--- src/rtl/thymesisflow_credit_pool.sv ---
// Per-virtual-channel credit pool for the TLX/AFU backpressure interface.
// Each channel: UNINIT/ACTIVE state, saturating counter, sticky errors, drain report.
module thymesisflow_credit_pool #(
  parameter int NCH         = 4,
  parameter int MSB         = 5,
  parameter int RMSB        = 3,
  parameter int MAX_CREDITS = 63
) (
  input  logic                      clock,
  input  logic                      resetn,
  input  logic [NCH-1:0]            reset_counter,
  input  logic [NCH*(MSB+1)-1:0]    initial_credits,
  input  logic [NCH*(RMSB+1)-1:0]   returned_credits,
  input  logic [NCH-1:0]            consume_credit,
  input  logic [NCH-1:0]            get_all_credits,
  input  logic [MSB:0]              low_watermark,
  input  logic                      err_clear,
  output logic [NCH*(MSB+1)-1:0]    credits_available,
  output logic [NCH-1:0]            channel_active,
  output logic [NCH-1:0]            credit_low,
  output logic [NCH-1:0]            drain_valid,
  output logic [NCH*(MSB+1)-1:0]    drain_count,
  output logic [NCH-1:0]            credit_overflow,
  output logic [NCH-1:0]            credit_underflow
);

  localparam int CW = MSB + 1;
  localparam int RW = RMSB + 1;
  localparam logic [CW:0] MAX_X = (CW+1)'(MAX_CREDITS);

  logic [CW-1:0]  cnt_q  [NCH];
  logic [CW-1:0]  cnt_d  [NCH];
  logic [CW-1:0]  dcnt_q [NCH];
  logic [CW-1:0]  dcnt_d [NCH];
  logic [NCH-1:0] act_q, act_d;
  logic [NCH-1:0] dv_q, dv_d;
  logic [NCH-1:0] ovf_q, ovf_d;
  logic [NCH-1:0] udf_q, udf_d;
  logic [NCH-1:0] ovf_ev, udf_ev;

  logic [CW:0] init_x [NCH];
  logic [CW:0] ret_x  [NCH];
  logic [CW:0] sum_x  [NCH];
  logic [CW:0] nxt_x  [NCH];

  always_comb begin
    act_d  = act_q;
    dv_d   = '0;
    ovf_ev = '0;
    udf_ev = '0;
    for (int i = 0; i < NCH; i++) begin
      cnt_d[i]  = cnt_q[i];
      dcnt_d[i] = dcnt_q[i];
      init_x[i] = {1'b0, initial_credits[i*CW +: CW]};
      ret_x[i]  = (CW+1)'(returned_credits[i*RW +: RW]);
      sum_x[i]  = {1'b0, cnt_q[i]} + ret_x[i];
      nxt_x[i]  = sum_x[i] - (CW+1)'(consume_credit[i]);

      if (reset_counter[i]) begin
        act_d[i] = 1'b1;
        if (init_x[i] > MAX_X) begin
          cnt_d[i]  = MAX_X[CW-1:0];
          ovf_ev[i] = 1'b1;
        end else begin
          cnt_d[i] = init_x[i][CW-1:0];
        end
      end else if (get_all_credits[i]) begin
        dv_d[i] = 1'b1;
        if (act_q[i]) begin
          dcnt_d[i] = cnt_q[i];
          cnt_d[i]  = (ret_x[i] > MAX_X) ? MAX_X[CW-1:0] : ret_x[i][CW-1:0];
        end else begin
          dcnt_d[i] = '0;
        end
      end else if (act_q[i]) begin
        // Same-cycle returns are usable by a same-cycle consume.
        if (consume_credit[i] && (sum_x[i] == '0)) begin
          udf_ev[i] = 1'b1;
          cnt_d[i]  = '0;
        end else if (nxt_x[i] > MAX_X) begin
          cnt_d[i]  = MAX_X[CW-1:0];
          ovf_ev[i] = 1'b1;
        end else begin
          cnt_d[i] = nxt_x[i][CW-1:0];
        end
      end else begin
        udf_ev[i] = consume_credit[i];
      end
    end
    // A fresh error event outranks a simultaneous clear.
    ovf_d = (ovf_q & {NCH{~err_clear}}) | ovf_ev;
    udf_d = (udf_q & {NCH{~err_clear}}) | udf_ev;
  end

  always_ff @(posedge clock or negedge resetn) begin
    if (!resetn) begin
      act_q <= '0;
      dv_q  <= '0;
      ovf_q <= '0;
      udf_q <= '0;
      for (int i = 0; i < NCH; i++) begin
        cnt_q[i]  <= '0;
        dcnt_q[i] <= '0;
      end
    end else begin
      act_q <= act_d;
      dv_q  <= dv_d;
      ovf_q <= ovf_d;
      udf_q <= udf_d;
      for (int i = 0; i < NCH; i++) begin
        cnt_q[i]  <= cnt_d[i];
        dcnt_q[i] <= dcnt_d[i];
      end
    end
  end

  always_comb begin
    credits_available = '0;
    drain_count       = '0;
    credit_low        = '0;
    for (int i = 0; i < NCH; i++) begin
      credits_available[i*CW +: CW] = cnt_q[i];
      drain_count[i*CW +: CW]       = dcnt_q[i];
      credit_low[i]                 = act_q[i] && (cnt_q[i] <= low_watermark);
    end
  end

  assign channel_active   = act_q;
  assign drain_valid      = dv_q;
  assign credit_overflow  = ovf_q;
  assign credit_underflow = udf_q;

endmodule

--- config.mk ---
export PLATFORM = sky130hd
export DESIGN_NAME = thymesisflow_credit_pool
export DESIGN_NICKNAME = d
export VERILOG_FILES = /design/src/rtl/thymesisflow_credit_pool.sv
export SDC_FILE = /design/constraint.sdc
export NUM_CORES = 1
export LEC_CHECK = 0
export CORE_MARGIN = 10
export CORE_UTILIZATION = 40
export CTS_CLUSTER_SIZE = 25
export DETAILED_ROUTE_END_ITERATION = 10
export PLACE_DENSITY = 0.67
export SYNTH_ARGS = -nofsm -noshare
export SYNTH_HDL_FRONTEND = slang
export SYNTH_SLANG_ARGS = --single-unit
--- constraint.sdc ---
create_clock -name clock -period 3.3 [get_ports clock]
set_input_delay 0.99 -clock clock [delete_from_list [all_inputs] [get_ports clock]]
set_output_delay 0.99 -clock clock [all_outputs]
set_load 0.1 [all_outputs]
* Word-level counts from Yosys, hierarchy flattened
Cells that the tools add are included.
** Operators by class
- Equality and inequality tests :: 0
- Reduce and logical (&&, ||, !) cells :: 20
- Divide/modulo/power cells :: 0
- Magnitude comparators :: 8
- Add/sub/neg operators :: 8
- Bitwise logic cells :: 9
- Multiply operators :: 0
- Shifts and indexed selects :: 0
- Multiplexer cells :: 72
** Operators by type and width (count)
- 6-bit 2-to-1 mux :: 28
- 1-bit 2-to-1 mux :: 44
- 6-bit by 4-bit adder with 7-bit output :: 4
- 7-bit by 6-bit > comparator with 1-bit output, second input constant :: 4
- 7-bit logical NOT :: 4
- 7-bit by 1-bit subtractor with 7-bit output :: 4
- 6-bit less-or-equal comparator :: 4
- 4-bit bitwise AND :: 2
- 1-bit logical AND :: 8
- 4-bit bitwise OR :: 2
- 2-bit AND reduction :: 4
- 2-bit nonzero test :: 4
- 1-bit inverter :: 5
** Word-level totals
- Memories kept :: 0
- ROM bits :: 0
- Output and inout port bits :: 68
- Bits of input ports :: 61
- Latch bits :: 0
- Bits in writable memories :: 0
- Bits in registers :: 64
- Logic and storage cells :: 132

* Longest topological paths before layout
Gate-level depths: netlist (run 1).
- Word-level depth :: 9
- Mapped depth :: 10
- Mapped depth without buffers :: 10

* Worst setup path before layout (run 1)
No wires, ideal clock.
- Path type :: input to output
- From :: input low_watermark[1]
- To :: output credit_low[1]
- Data required time :: 2.310 ns
- Path buffers :: 0
- Slack :: -1.922 ns
- Data arrival time :: 4.232 ns
- Stages :: 8
- Cell sequence :: inv_1 ha_1 nor2b_1 o21a_1 o21a_1 o21ai_0 a21oi_1 a211oi_1
** On the way
- Word-level cells in the longest chain between the ends :: 2
** RTL lines
- start, declared :: line 16 : input logic [MSB:0] low_watermark,
- 6-bit less-or-equal comparator :: line 124 : credit_low[i] = act_q[i] && (cnt_q[i] <= low_watermark);
- 1-bit logical AND :: line 124
- end, declared :: line 20 : output logic [NCH-1:0] credit_low,
Every way passes these cells.

* Worst setup path in the final report (run 1)
Ends and elaborated chain as after synthesis.

==> results of run 1 <==
[metrics by stage]
stage          util (%)  hold WS (ns)  total power, mW  instances  TNS (ns)
6_report          63.78        0.4819            4.909        975   -0.6644
5_1_grt           63.78        0.5108            5.187        975    -1.087
4_1_cts           62.26        0.4853            4.841        969   -0.7675
3_5_place_dp      58.67        0.4739            3.859        952    -11.53
3_3_place_gp      58.67        0.4647            3.807        952    -10.90
2_1_floorplan         -        0.6944            2.942        586   -0.9324
[routing by layer]
layer	up-vias	part of all wire, %
li1	2536	-
met1	2507	43
met2	133	50
met3	19	5.6
met4	0	1.4
met5	-	0
[worst reg2reg max path: cells and delay by family (launching register included)]
kind,cells,cell delay (ns)
adder cells (fa/ha/maj),3,0.92
AND/OR/NAND/NOR,1,0.20
AO/OA/AOI/OAI,4,0.74
flip-flops,1,0.50
buffers and inverters,3,0.27
[worst paths after layout]
kind,startpoint,endpoint,depth (start not counted)
max,low_watermark[1],credit_low[1],10
min,drain_count[6]$_DFFE_PN0P_,drain_count[6]$_DFFE_PN0P_,2
max in group asynchronous,resetn,credits_available[1]$_DFFE_PN0P_,2
min reg2reg,drain_count[6]$_DFFE_PN0P_,drain_count[6]$_DFFE_PN0P_,2
max reg2reg,credits_available[0]$_DFFE_PN0P_,credits_available[3]$_DFFE_PN0P_,11
min in group asynchronous,resetn,credits_available[16]$_DFFE_PN0P_,1
[cell families (layout without fill, tap and decap cells)]
kind of cell	Yosys count	count (layout)
AO/OA/AOI/OAI	154	154
AND/OR/NAND/NOR	213	213
XOR/XNOR	26	26
adder cells (fa/ha/maj)	52	52
flip-flops	64	64
buffers and inverters	65	286
multiplexers	12	12
[cells in the mapped netlist, drive strengths merged (3+ instances only)]
cell     instances
a21oi           24
nand4b           3
nor4             3
a32o             4
o22ai            5
or2              5
a31oi            7
nand3           20
a211oi           5
inv             45
fa               4
ha              48
nand4            5
dfrtp           64
nor3             5
a21o             7
xnor2           14
nor2            21
xor2            11
and3             6
o21a            15
nor3b            5
o211ai           4
nand2           96
o221ai           6
nor2b           13
and2             7
a221o            8
nand2b          13
and4             4
o21ai           40
a2bb2oi          5
o2bb2ai          3
clkbuf          16
mux2i           11
buf              3
[layout by cell type (no fill, tap or decap), types with 7 or more instances in the layout]
master             n
buf_4            159
nand2_1           95
dfrtp_1           60
clkdlybuf4s50_1   50
inv_1             40
o21ai_0           35
ha_1              29
a21oi_1           21
nor2_1            19
nand3_1           18
o21a_1            15
ha_4              14
xnor2_1           12
nand2b_1          12
xor2_1            11
mux2i_1           11
nor2b_1           10
clkbuf_16          9
a221o_1            8
and2_1             7
a21o_1             7
[cell type report]
type	count	area [um^2]
fillers	1063	4405
multi-input cells	457	3570
repair buffers	224	1896
flip-flops and latches	64	1607
clock buffers	13	260.3
well taps	168	210.2
inverters	46	196.4
clock inverters	3	17.52
[registers in the layout (all words and copies together) (netlist names)]
register           count
channel_active         4
credit_overflow        4
credit_underflow       4
credits_available     24
drain_count           24
drain_valid            4
[what timing repair did]
item	CTS	global route
pin swaps	20	21
setup buffers	2	6
resized for setup	44	28
hold buffers	0	0
setup endpoints to repair	12	28
[report_power, final]
group          internal [mW]  switching [mW]
clock network          0.547           0.356
logic                   1.07            1.88
registers              0.905           0.148
total                   2.53            2.38
==> reports/qor.yml, run 1 <==
global_route:
  track_usage_pct: 19.10
  grt_max_degree: 38
  antenna_found_initial: 0
  grtUsageMet2_pct: 33.22
  overflow: 0
  globalRouteMet1Util_pct: 22.76
  grt_pass1_vias: 5492
  use_met3_pct: 5.145
  busiest_layer: "met2"
  grt_pass1_wl_um: 27860
place:
  dp_slack_ns: -0.7352
  dpl_cell_area_um2: 7136
  portBuffers: 128
  dp_hpwl_um: 13030
  place.gp.congestion: 0.8808
floorplanning:
  die-area_um2: 17500
  die_w_um: 132.3
  start_util_pct: 41.47
  core-area_um2: 12160
  fp.dieH_um: 132.3
  row_count: 40
  io-pin-count: 129
status:
  status: "complete, but fails checks"
  violations: "setup timing"
sta:
  timing.final.max_slew_violations: 0
  max_clock_freq_mhz: 285.2
  slew_headroom_pct: 49.83
  fin_crit_sh_pct: 106.2
  fin_ws_ns: -0.2058
  grt_setup_unrepaired: "yes"
  period_needed_ns: 3.506
  finalSetupViolations: 4
  fin_worst_skew_ns: 0.008349
  finalHoldViolCount: 0
  worst_pin_slew_ns: 0.7525
yosys:
  syn_avg_cell_area_um2: 8.607
  ys_ff_latch: 64
  synth_cell_types: 66
  synth_compound_area_share_pct: 21.58
  ys_warn_count: 0
  synth_ff_type: "dfrtp_1"
  yosys-mux-area-fraction_pct: 2.406
  syn-cell-area_um2: 5044
  yosysTopAreaCell: "dfrtp_1"
  ys_seq_area_share_pct: 31.75
  synth_xor_xnor_area_share_pct: 4.788
  synthArstFlopShare_pct: 100.0
  syn_nets: 699
  synth-simple-area-share_pct: 21.06
  syn-instance-count: 586
  synth_area_leaders: "dfrtp_1 32%, ha_1 12%, nand2_1 7.1%"
  synth_edf_count: 0
  synthAdderAreaFrac_pct: 13.50
  synth_top_family_by_area: "compound AO/OA/AOI/OAI gates"
  post-synth-top-area-fraction_pct: 31.75
worst_setup_path:
  path_cells: "buf_12 > inv_16 > ha_4 > nor2b_4 > o21a_1 > o21a_1 > o21ai_2 > a21oi_2 > a211oi_4 > buf_12"
  cp_top_family: "compound AO/OA/AOI/OAI gates"
  worst-path-buf-inv: 3
  crit_fanout: 4
  critPathMaxStageDelay_ns: 0.24
  crit_type: "primary input to primary output"
  critPathCaptureType: "primary output"
  worst_path_max_delay_cell: "a211oi_4"
  cp.arrival_ns: 2.52
  worstSetupStartpointType: "primary input"
  reg2reg_slack_ns: 0.58
  cp_data_required_time_ns: 2.31
layout:
  syn_to_final_growth_pct: 53.78
  layout-drive-gt1-share_pct: 31.23
  num_antenna_cells: 0
  finalNetCount: 915
  final_cell_area_um2: 7756
cts:
  cts-buffers-inserted: 9
  htreeDepth: 3
  clockBufferDepth: 2
  clk_latency_ns: 0.34
  clk_pin_slew_ns: 0.06
  cts_tree: "yes"
  root_buffer: "clkbuf_16"
  clock_sinks: 64
route:
  ant_nets: 0
  vias: 5195
  route.detailed.drc: 0
  routed_wl_um: 16870
  wl_per_cell_um: 17.31
  dr.pass1.iters: 4
  via_per_inst: 5.328
  drtIter0Drc: 273
pwr:
  leakage_nw: 3.662
  powerDensity_nw_per_um2: 633.0
  peakVddDrop_mv: 0.4293
run:
  drv_cap: 0
worst_hold_path:
  hold_class: "flip-flop to flip-flop"
No activity file was read; power rests on OpenSTA's default activity.
==> run 2: changes to the inputs <==
Settings changed: CTS_CLUSTER_DIAMETER from default to 50, TNS_END_PERCENT from default to 1.
==> run 2 against run 1 <==
Against the previous run:
- the run still ends with setup timing left
- maximum frequency up 0.21%
- sequential share of layout area increased by 0.42 points
- sequential power about the same
- via count down 1.4%
- critical path depth did not move
- design area down 2.2%
- die area unchanged
- clock-buffer cell count grew 1
- core utilization decreased by 1.4 points
- non-clock buffer count shrank 12
- clock skew grew 0.0014 ns
- global-route usage down 0.20 points
- critical path type unchanged
==> reports/qor.yml, run 2 (same netlist as run 1, synthesis figures left out) <==
route:
  vias: 5121
  wl_per_cell_um: 17.28
  via_per_inst: 5.329
  dr.pass1.iters: 4
  routed_wl_um: 16610
  ant_nets: 0
  drtIter0Drc: 330
  route.detailed.drc: 0
worst_setup_path:
  worst-path-buf-inv: 3
  critPathMaxStageDelay_ns: 0.29
  worst_path_max_delay_cell: "ha_1"
  critPathCaptureType: "primary output"
  cp_top_family: "compound AO/OA/AOI/OAI gates"
  worstSetupStartpointType: "primary input"
  crit_fanout: 4
  path_cells: "buf_8 > inv_8 > ha_1 > nor2b_1 > o21a_1 > o21a_1 > o21ai_1 > nand2b_1 > a31oi_4 > buf_12"
  crit_type: "primary input to primary output"
  cp_data_required_time_ns: 2.31
  crit_top_cell: "o21a_1"
  cp.arrival_ns: 2.51
cts:
  postCtsHoldBufs: 0
  htreeDepth: 3
  clock_sinks: 64
  root_buffer: "clkbuf_16"
  clockBufferDepth: 2
  cts-buffers-inserted: 9
  clk_latency_ns: 0.34
  clk_pin_slew_ns: 0.06
  cts_tree: "yes"
sta:
  grt_setup_unrepaired: "yes"
  slew_headroom_pct: 45.97
  fin_crit_sh_pct: 106.0
  fin_hold_ws_ns: 0.4811
  timing.final.max_slew_violations: 0
  finalSetupViolations: 4
  fin_ws_ns: -0.1985
  period_needed_ns: 3.498
  worst_pin_slew_ns: 0.8104
  max_clock_freq_mhz: 285.8
  finalHoldViolCount: 0
  fin_worst_skew_ns: 0.009748
layout:
  finalNetCount: 903
  final_common_cell: "buf_4"
  num_antenna_cells: 0
  nFillCells: 1079
  layout-drive-gt1-share_pct: 29.00
  syn_to_final_growth_pct: 50.36
  layout_common_cells: "146 x buf_4, 95 x nand2_1, 63 x dfrtp_1"
  final_cells: 961
status:
  violations: "setup timing"
  status: "complete, but fails checks"
pwr:
  peakVddDrop_mv: 0.3578
  clockPowerShare_pct: 18.6
  p_seq_share_pct: 21.7
  p_comb_share_pct: 59.7
  leakage_nw: 3.578
  p_sw_mw: 2.339
  internal-power_mw: 2.498
  powerDensity_nw_per_um2: 637.8
  total_power_mw: 4.837
  switching_share_pct: 48.35
global_route:
  grt_pass1_wl_um: 27330
  track_usage_pct: 18.91
  grt_max_degree: 34
  antenna_found_initial: 0
  overflow: 0
  grt_pass1_vias: 5394
floorplanning:
  die-area_um2: 17500
  row_count: 40
  start_util_pct: 41.47
  die_w_um: 132.3
  core-area_um2: 12160
  io-pin-count: 129
  fp.dieH_um: 132.3
place:
  place.gp.congestion: 0.9054
  portBuffers: 128
  dp_hpwl_um: 12930
  place_inst: 945
run:
  drv_cap: 0
worst_hold_path:
  hold_class: "flip-flop to flip-flop"
[run 2: cell types whose count changed in the layout (fill, tap and decap cells not counted), moves of 2 or more]
cell,before,now
buf_4,159,146
ha_1,29,34
dfrtp_1,60,63
dfrtp_2,4,1
ha_4,14,11
clkdlybuf4s15_1,0,2
clkdlybuf4s50_1,50,52
clkinv_2,2,0
dlygate4sd2_1,4,2
ha_2,5,3
inv_4,1,3
[run 2: per-layer routing]
metal	part of all wire, %	up-vias	global-route usage (%)
met3	5.4	25	5.145
met5	0	-	0
li1	-	2508	-
met2	49	136	32.36
met1	44	2452	22.49
met4	1.8	0	5.746
[run 2: path summary, 6_finish.rpt]
check | start | endpoint | slack (ns) | cells past startpoint
worst max-delay path | low_watermark[1] | credit_low[2] | -0.20 | 10
worst min-delay path | drain_count[4]$_DFFE_PN0P_ | drain_count[4]$_DFFE_PN0P_ | 0.48 | 2
worst max register to register | credits_available[0]$_DFFE_PN0P_ | credits_available[3]$_DFFE_PN0P_ | 0.66 | 11
worst min register to register | drain_count[4]$_DFFE_PN0P_ | drain_count[4]$_DFFE_PN0P_ | 0.48 | 2
max in group asynchronous | resetn | credits_available[20]$_DFFE_PN0P_ | 1.92 | 2
min in group asynchronous | resetn | drain_valid[1]$_DFF_PN0_ | 0.74 | 1
[run 2: final cells by class]
class,instances,area (um^2),area share (%)
Multi-Input combinational cell,457,3506,46.23
Timing Repair Buffer,212,1803,23.77
Sequential cell,64,1603,21.14
Clock buffer,14,274.0,3.613
Tap cell,168,210.2,2.772
Inverter,46,187.7,2.475
[run 2: worst register-to-register path, stage by stage, from the launching register on]
cell	delay [ns]
dfrtp_1	0.47
ha_1	0.22
inv_1	0.06
fa_2	0.53
ha_1	0.14
inv_1	0.06
nor4_2	0.25
o2111a_1	0.22
a21oi_2	0.06
buf_4	0.16
a211o_1	0.27
a2bb2oi_1	0.12
[run 2: power by group through the flow]
stage	clock network (mW)	registers, mW	logic [mW]
2_1_floorplan	0	1.88	1.05
3_3_place_gp	0	1.05	2.74
3_5_place_dp	0	1.05	2.79
4_1_cts	0.917	1.05	2.84
5_1_grt	0.953	1.07	3.09
6_report	0.902	1.05	2.89
[run 2: timing repair]
item                       CTS  global route
setup buffers                2             0
pin swaps                   18            18
setup endpoints to repair   11            30
resized for setup           38            30
[run 2: stage by stage]
step	utilization (%)	setup TNS (ns)	cell area [um^2]	worst slack, ns
global route	62.36	-1.711	7584	-0.2795
floorplan	-	-1.342	5124	-0.3809
detailed placement	57.91	-11.15	7043	-0.7353
CTS	61.08	-0.7541	7428	-0.2493
global placement	57.91	-10.81	7043	-0.7028
finish	62.36	-0.7397	7584	-0.1985
==> run 3: changes to the inputs <==
Settings changed: SLEW_MARGIN from default to 0.
Clock period 3.3 ns to 3.44 ns, I/O delays scaled along.
==> run 3 against run 2 <==
Against the previous run:
- the run still ends with setup timing left
- cell count is 1.0% lower
- clock power is 3.9% lower
- die area stayed put
- critical path depth stayed put
- combinational power is 6.9% lower
==> reports/qor.yml, run 3 (same netlist as run 1, synthesis figures left out) <==
floorplanning:
  fp.dieH_um: 132.3
  core-area_um2: 12160
  start_util_pct: 41.47
  die-area_um2: 17500
  io-pin-count: 129
  die_w_um: 132.3
  row_count: 40
cts:
  clk_pin_slew_ns: 0.05
  root_buffer: "clkbuf_16"
  clock_sinks: 64
  clockBufferDepth: 2
  cts_tree: "yes"
  clk_latency_ns: 0.33
  cts-buffers-inserted: 9
  postCtsHoldBufs: 0
  htreeDepth: 3
sta:
  fin_ws_ns: -0.1105
  max_clock_freq_mhz: 281.6
  fin_crit_sh_pct: 103.2
  setup_tns_ns: -0.4071
  worst_pin_slew_ns: 0.6059
  finalSetupViolations: 4
  fin_hold_ws_ns: 0.4783
  slew_headroom_pct: 59.60
  grt_setup_unrepaired: "yes"
  timing.final.max_slew_violations: 0
  period_needed_ns: 3.551
  fin_worst_skew_ns: 0.006303
  finalHoldViolCount: 0
worst_setup_path:
  critPathMaxStageDelay_ns: 0.29
  path_cells: "buf_8 > inv_8 > ha_1 > nor2b_1 > o21a_1 > o21a_1 > o21ai_1 > nand2b_1 > a31oi_4 > buf_12"
  worstSetupStartpointType: "primary input"
  crit_top_cell: "o21a_1"
  cp_top_family: "compound AO/OA/AOI/OAI gates"
  cp_data_required_time_ns: 2.41
  crit_fanout: 4
  worst_path_max_delay_cell: "ha_1"
  cp.arrival_ns: 2.52
  crit_type: "primary input to primary output"
  worst-path-buf-inv: 3
  critPathCaptureType: "primary output"
route:
  drtIter0Drc: 352
  ant_nets: 0
  via_per_inst: 5.282
  dr.pass1.iters: 4
  routed_wl_um: 16250
  vias: 5023
  route.detailed.drc: 0
  wl_per_cell_um: 17.08
pwr:
  leakage_nw: 3.505
  total_power_mw: 4.583
  peakVddDrop_mv: 0.3772
  powerDensity_nw_per_um2: 614.3
layout:
  layout-drive-gt1-share_pct: 27.59
  num_antenna_cells: 0
  layout_common_cells: "135 x buf_4, 95 x nand2_1, 63 x dfrtp_1"
  finalNetCount: 891
  final_cells: 951
  final_cell_area_um2: 7461
  syn_to_final_growth_pct: 47.93
  final_common_cell: "buf_4"
global_route:
  track_usage_pct: 18.09
  grt_pass1_wl_um: 26240
  antenna_found_initial: 0
  overflow: 0
  grt_pass1_vias: 5293
  grt_max_degree: 65
place:
  place_inst: 934
  place.gp.congestion: 0.8897
  portBuffers: 128
  dpl_cell_area_um2: 6960
  dp_hpwl_um: 12380
worst_hold_path:
  hold_class: "flip-flop to flip-flop"
status:
  status: "complete, but fails checks"
  violations: "setup timing"
run:
  drv_cap: 0
==> run 3: layout make-up <==
type / count / area (um^2)
Inverter: 46 / 185.2
Multi-Input combinational cell: 457 / 3467
Clock buffer: 13 / 270.3
Sequential cell: 64 / 1603
Clock inverter: 3 / 15.01
Fill cell: 1075 / 4701
Tap cell: 168 / 210.2
Timing Repair Buffer: 200 / 1710
==> run 3: worst register-to-register path, cell delays in order, from the launching register on <==
cell and delay [ns]:
dfrtp_1 0.48, ha_2 0.25, inv_1 0.05, fa_2 0.53
ha_1 0.14, inv_1 0.07, nor4_2 0.26, o2111a_1 0.24
a21oi_2 0.06, buf_4 0.16, a211o_1 0.27, a2bb2oi_1 0.12
==> run 3: repair_timing <==
action,in CTS,in global routing
resized for setup,38,22
setup buffers,1,0
pin swaps,15,8
setup endpoints to repair,6,21
==> run 3: worst paths after layout <==
| kind | from | endpoint | slack [ns] | depth (start not counted) |
|---|---|---|---|---|
| setup / recovery | low_watermark[1] | credit_low[2] | -0.11 | 10 |
| hold / removal | drain_count[12]$_DFFE_PN0P_ | drain_count[12]$_DFFE_PN0P_ | 0.48 | 2 |
| setup reg to reg | credits_available[0]$_DFFE_PN0P_ | credits_available[3]$_DFFE_PN0P_ | 0.75 | 11 |
| hold reg to reg | drain_count[12]$_DFFE_PN0P_ | drain_count[12]$_DFFE_PN0P_ | 0.48 | 2 |
| max in group asynchronous | resetn | credits_available[7]$_DFFE_PN0P_ | 2.42 | 2 |
| min in group asynchronous | resetn | credits_available[16]$_DFFE_PN0P_ | 0.72 | 2 |
==> run 3: power breakdown <==
group	internal, mW	switching (mW)	leakage (nW)
sequential	0.867	0.157	0.798
clock	0.542	0.324	0.145
combinational	0.952	1.74	2.56
total	2.36	2.22	3.51
==> run 3: through the flow <==
step           setup slack (ns)  util (%)
2_1_floorplan           -0.3249         -
3_3_place_gp            -0.6391     57.23
3_5_place_dp            -0.6788     57.23
4_1_cts                 -0.1549     60.48
5_1_grt                 -0.1683     61.35
6_report                -0.1105     61.35
==> run 3: layer usage <==
layer | vias up | wire length (um) | GRT usage, %
met5 | - | 0 | 0
met4 | 0 | 146 | 4.401
met3 | 14 | 827 | 4.497
met2 | 124 | 8050 | 31.27
met1 | 2393 | 7220 | 21.94
li1 | 2492 | - | -
